<file path="src/rtl/switch_allocator.sv">
// Per-output round-robin switch allocator with wormhole locking for a 5x5 crossbar.
// Latency: requests sampled at edge N produce grants/grant_ports after that edge (1 cycle).
// Backpressure: out_ready low withholds the grant; a locked output keeps its owner until the tail.
module switch_allocator #(
    parameter int IN_PORTS      = 5,
    parameter int OUT_PORTS     = 5,
    parameter int OUT_PORT_BITS = 3,
    parameter int IN_PORT_BITS  = 3
) (
    input  logic                              clk,
    input  logic                              reset,
    input  logic [IN_PORTS-1:0]               req_valid,
    input  logic [IN_PORTS*OUT_PORT_BITS-1:0] req_ports,
    input  logic [IN_PORTS-1:0]               req_tail,
    input  logic [OUT_PORTS-1:0]              out_ready,
    output logic [IN_PORTS-1:0]               grants,
    output logic [IN_PORTS*OUT_PORT_BITS-1:0] grant_ports,
    output logic [OUT_PORTS-1:0]              out_busy,
    output logic [IN_PORTS-1:0]               bad_req
);

    typedef enum logic {IDLE, LOCKED} state_t;

    state_t                  state_q  [OUT_PORTS];
    logic [IN_PORT_BITS-1:0] rr_ptr_q [OUT_PORTS];
    logic [IN_PORT_BITS-1:0] owner_q  [OUT_PORTS];

    logic [IN_PORTS-1:0]               cand [OUT_PORTS];
    logic [OUT_PORTS-1:0]              win_vld;
    logic [IN_PORT_BITS-1:0]           win_idx [OUT_PORTS];
    logic [IN_PORTS-1:0]               gnt_nxt;
    logic [IN_PORTS-1:0]               bad_nxt;
    logic [IN_PORTS*OUT_PORT_BITS-1:0] gp_nxt;

    always_comb begin
        for (int o = 0; o < OUT_PORTS; o++) begin
            for (int i = 0; i < IN_PORTS; i++) begin
                cand[o][i] = req_valid[i] &&
                    (req_ports[i*OUT_PORT_BITS +: OUT_PORT_BITS] == OUT_PORT_BITS'(o));
            end
        end
    end

    // Scan downward so the entry closest to rr_ptr is the last one written and wins.
    always_comb begin
        int                      idx;
        logic [IN_PORT_BITS-1:0] idx_b;
        idx   = 0;
        idx_b = '0;
        for (int o = 0; o < OUT_PORTS; o++) begin
            win_vld[o] = 1'b0;
            win_idx[o] = '0;
            if (out_ready[o]) begin
                if (state_q[o] == LOCKED) begin
                    if (cand[o][owner_q[o]]) begin
                        win_vld[o] = 1'b1;
                        win_idx[o] = owner_q[o];
                    end
                end else begin
                    for (int k = IN_PORTS - 1; k >= 0; k--) begin
                        idx   = (int'(rr_ptr_q[o]) + k) % IN_PORTS;
                        idx_b = IN_PORT_BITS'(idx);
                        if (cand[o][idx_b]) begin
                            win_vld[o] = 1'b1;
                            win_idx[o] = idx_b;
                        end
                    end
                end
            end
        end
    end

    always_comb begin
        for (int i = 0; i < IN_PORTS; i++) begin
            gnt_nxt[i] = 1'b0;
            for (int o = 0; o < OUT_PORTS; o++) begin
                if (win_vld[o] && (win_idx[o] == IN_PORT_BITS'(i))) begin
                    gnt_nxt[i] = 1'b1;
                end
            end
            gp_nxt[i*OUT_PORT_BITS +: OUT_PORT_BITS] =
                gnt_nxt[i] ? req_ports[i*OUT_PORT_BITS +: OUT_PORT_BITS] : '0;
            bad_nxt[i] = req_valid[i] &&
                (int'(req_ports[i*OUT_PORT_BITS +: OUT_PORT_BITS]) >= OUT_PORTS);
        end
    end

    always_comb begin
        for (int o = 0; o < OUT_PORTS; o++) begin
            out_busy[o] = (state_q[o] == LOCKED);
        end
    end

    always_ff @(posedge clk or negedge reset) begin
        if (!reset) begin
            grants      <= '0;
            grant_ports <= '0;
            bad_req     <= '0;
            for (int o = 0; o < OUT_PORTS; o++) begin
                state_q[o]  <= IDLE;
                rr_ptr_q[o] <= '0;
                owner_q[o]  <= '0;
            end
        end else begin
            grants      <= gnt_nxt;
            grant_ports <= gp_nxt;
            bad_req     <= bad_nxt;
            for (int o = 0; o < OUT_PORTS; o++) begin
                if (win_vld[o]) begin
                    // Pointer only moves when a packet completes, so it stays frozen while locked.
                    if (req_tail[win_idx[o]]) begin
                        state_q[o]  <= IDLE;
                        rr_ptr_q[o] <= (win_idx[o] == IN_PORT_BITS'(IN_PORTS - 1)) ?
                                       '0 : win_idx[o] + IN_PORT_BITS'(1);
                    end else begin
                        state_q[o] <= LOCKED;
                        owner_q[o] <= win_idx[o];
                    end
                end
            end
        end
    end

endmodule
</file>
<file path="config.mk">
export PLATFORM = sky130hd
export DESIGN_NAME = switch_allocator
export DESIGN_NICKNAME = d
export VERILOG_FILES = /design/src/rtl/switch_allocator.sv
export SDC_FILE = /design/constraint.sdc
export NUM_CORES = 1
export LEC_CHECK = 0
export ABC_AREA = 1
export CAP_MARGIN = 10
export CORE_MARGIN = 1.5
export CORE_UTILIZATION = 55
export DETAILED_ROUTE_END_ITERATION = 10
export PLACE_DENSITY_LB_ADDON = 0.12
export SYNTH_ARGS = -nofsm -noshare
export SYNTH_HDL_FRONTEND = slang
export SYNTH_SLANG_ARGS = --single-unit
</file>
<file path="constraint.sdc">
create_clock -name clk -period 4.84 [get_ports clk]
set_input_delay 0.968 -clock clk [delete_from_list [all_inputs] [get_ports clk]]
set_output_delay 0.968 -clock clk [all_outputs]
set_load 0.02 [all_outputs]
</file>
==> results.md, run 1 <==
- Global-route wire length before repair: 47,400 microns
- Post-synth top flop: dfrtp_1
- Core Box Area: around 0.019 sq mm
- Register clock-pin slew on the reported worst setup and hold paths: ~50 ps
- Hold violation count in the final report: 0
- CP startpoint kind: register
- N_diodes: 0
- Final period util: between 90% and 100%
- Synth Cell Area: about 0.011 sq mm
- Worst R2R End: rr_ptr_q[5]$_DFFE_PN0P_
- Slowest library cell on the worst path: dfrtp_1
- CTS root buf: clkbuf_16
- Layout cells sized above 1: roughly an eighth
- Slew Viols, Final: 0
- Final wirelength: 28,100 microns
- Residual DRC count: 0
- CP endpoint kind: register
- FF-to-FF path depth: 34
- Cts hold-fix bufs: 0
- CP Data Arrival Time: roughly 4800 ps
- PortBufs: 61
- Die area: between 0.02 and 0.025 sq mm
- Min-delay src: owner_q[2]$_DFFE_PN0P_
- Die Wd: approximately 140 microns
- Layout Skew: 3.22 ps
- Required time of the critical path: 5120 ps
- Cells after Synth: roughly 1,800
- Cell Rows: 50
- Yosys Warn Count: 0
- Flop2flop setup slack: approximately 360 ps
- Routed Antenna Nets: 0
- Synth cell types: 53
- Fmax: 223 MHz
- Number of synthesized flops with an enable pin: 0
- Hold Crit Depth: 2
- Hold WS: between 500 and 600 ps
- Total GRT Usage: about 29%
- Initial DRT Pass Iterations: 5
- Commonest non-fill, non-tap cell in the layout: nand2_1
- Starting Density: 56.5%
- Worst-path fanout max: 7
- TritonCTS clock tree: built
- Min Tclk post-route: around 4500 ps
- Die Ht: 142 microns
- Worst path max stage delay: 380 ps
- Synth Register Bits: 60
- Unrepaired setup endpoints after global routing: yes
- Worst skew pair latency: 340 ps
- Vias: around 11,000
- Detailed placer's ending HPWL: ~23,000 microns
- Wire length per cell: approximately 13 microns
- TritonCTS Buffers: 9
- Post-synthesis sequential area ratio: roughly 14%
- Syn Area/Cell: ~6 sq um
- H-tree levels: 3
- Number of placed instances, taps included: 2,100
- Routability congestion estimate: between 0.9 and 1
- End of the worst hold path: owner_q[2]$_DFFE_PN0P_
- Hold WC Path Type: register to register
- Maxcap violations: 0
- Largest net degree at the start of global routing: between 40 and 50
- GRT overflow: 0
- Mapped Nets: between 1,500 and 2,000
- Most frequent cells in the layout: nand2_1 (506), inv_1 (262), nand3_1 (238)
- RR Startpoint: rr_ptr_q[4]$_DFFE_PN0P_
- Max clock buf depth: 2
- Vias per cell: ~5.3
- Initial drt markers: about 630
- Nets@finish: between 2,000 and 2,500
- Most frequent CP cell: nand2_1
- Slew headroom: 33.0%
- Vias in the first global route: 10,400
- Sink Count: 60
- Final Non-Filler Cells: 2,127
- Io pins: a little over 60
- Status: complete, no violations
- Setup Crit Path Kind: register to register
- Area growth syn-to-layout: 14.5%
- Final setup vio count: 0
- Layout fillers: roughly 1,800
- Ys async rst share: 100%
- Initial antenna violation count: 0
- Worst-margin pin slew: 1000 ps
cell type report:
| cell class | instances | area, sq um | area share (%) |
|---|---|---|---|
| clock inverters | 5 | 85.1 | 0.699 |
| multi-input cells | 1396 | 8010 | 65.8 |
| repair buffers | 101 | 906 | 7.44 |
| well taps | 260 | 325 | 2.67 |
| inverters | 294 | 1110 | 9.10 |
| flip-flops and latches | 60 | 1500 | 12.4 |
| clock buffers | 11 | 233 | 1.91 |
critical path, delay by kind of cell, from the launching register on:
kind	cells	cell delay, ps
xor gates and xnor gates	1	200
and+or+nand+nor	22	2030
DFF	1	380
adders and majority gates	6	1400
buffers and inverters	5	390
logic make-up after synthesis:
| group | synth area share, % |
|---|---|
| AND/OR/NAND/NOR | 45.4 |
| flip-flops | 14.1 |
| XOR/XNOR | 3.49 |
| buffers and inverters | 11.5 |
| AO/OA/AOI/OAI | 10.0 |
| adder cells (fa/ha/maj) | 15.4 |
state kept, by name, summed over array words and instances (netlist names):
name and flops:
grant_ports 15, bad_req 5, owner_q 15, out_busy 5, grants 5, rr_ptr_q 15
per-layer routing:
layer  vias to the layer above  global-route usage, %  wire, microns
met5                         -                      0              0
met4                         0                   7.65            513
met3                        35                   3.80           1450
met2                       263                   48.8          13000
met1                      5083                   37.9          13200
li1                       5903                      -              -
Yosys cell counts, types with 22 or more instances:
master | number | area, sq um
dfrtp_1 | 60 | 1500
nor3_1 | 27 | 135
nor2_1 | 113 | 424
nand2_2 | 51 | 319
a21oi_1 | 50 | 250
nand4_1 | 35 | 219
inv_1 | 265 | 995
o21ai_0 | 60 | 300
ha_1 | 131 | 1640
nand2_1 | 509 | 1910
nand3_2 | 27 | 270
xor2_1 | 22 | 193
nand3_1 | 239 | 1200
inv_2 | 24 | 90.1
o21ai_1 | 28 | 140
per-stage QoR:
| step | instance area, sq um | utilization, % | setup WS (ps) | TNS (ps) |
|---|---|---|---|---|
| 2_1_floorplan | 10600 | - | 439 | 0 |
| 3_3_place_gp | 11700 | 61.9 | 301 | 0 |
| 3_5_place_dp | 11700 | 61.9 | 185 | 0 |
| 4_1_cts | 12000 | 63.6 | 159 | 0 |
| 5_1_grt | 12200 | 64.6 | -35.1 | -109 |
| 6_report | 12200 | 64.6 | 363 | 0 |
what timing repair did:
| item | 4_1_cts | 5_1_grt |
|---|---|---|
| gates resized for setup | 0 | 24 |
| endpoints found under the setup margin | 0 | 30 |
| buffers inserted | 0 | 11 |
worst max-delay path by stage:
stage,from,endpoint,cells after the start
final,rr_ptr_q[4]$_DFFE_PN0P_,rr_ptr_q[5]$_DFFE_PN0P_,34
after global routing,rr_ptr_q[6]$_DFFE_PN0P_,grants[3]$_DFF_PN0_,34
after CTS,rr_ptr_q[0]$_DFFE_PN0P_,grants[3]$_DFF_PN0_,35
after detailed placement,rr_ptr_q[0]$_DFFE_PN0P_,grants[3]$_DFF_PN0_,35
after global placement,req_valid[2],grant_ports[11]$_DFF_PN0_,22
after floorplan,rr_ptr_q[0]$_DFFE_PN0P_,grant_ports[10]$_DFF_PN0_,36
Power of run 1 is left out: the tool's default activity adds up to more than one toggle a clock period on the data nets, which glitch-free logic cannot reach.
==> run 2: changes to the inputs <==
--- a/config.mk
+++ b/config.mk
@@ -10,6 +10,7 @@
 export CORE_MARGIN = 1.5
 export CORE_UTILIZATION = 55
 export DETAILED_ROUTE_END_ITERATION = 10
+export HOLD_SLACK_MARGIN = 0.12
 export PLACE_DENSITY_LB_ADDON = 0.12
 export SYNTH_ARGS = -nofsm -noshare
 export SYNTH_HDL_FRONTEND = slang
==> results of run 2 <==
The final DEF is identical to that of run 1; final timing and power are the same.
Power of run 2 is left out for the same reason.
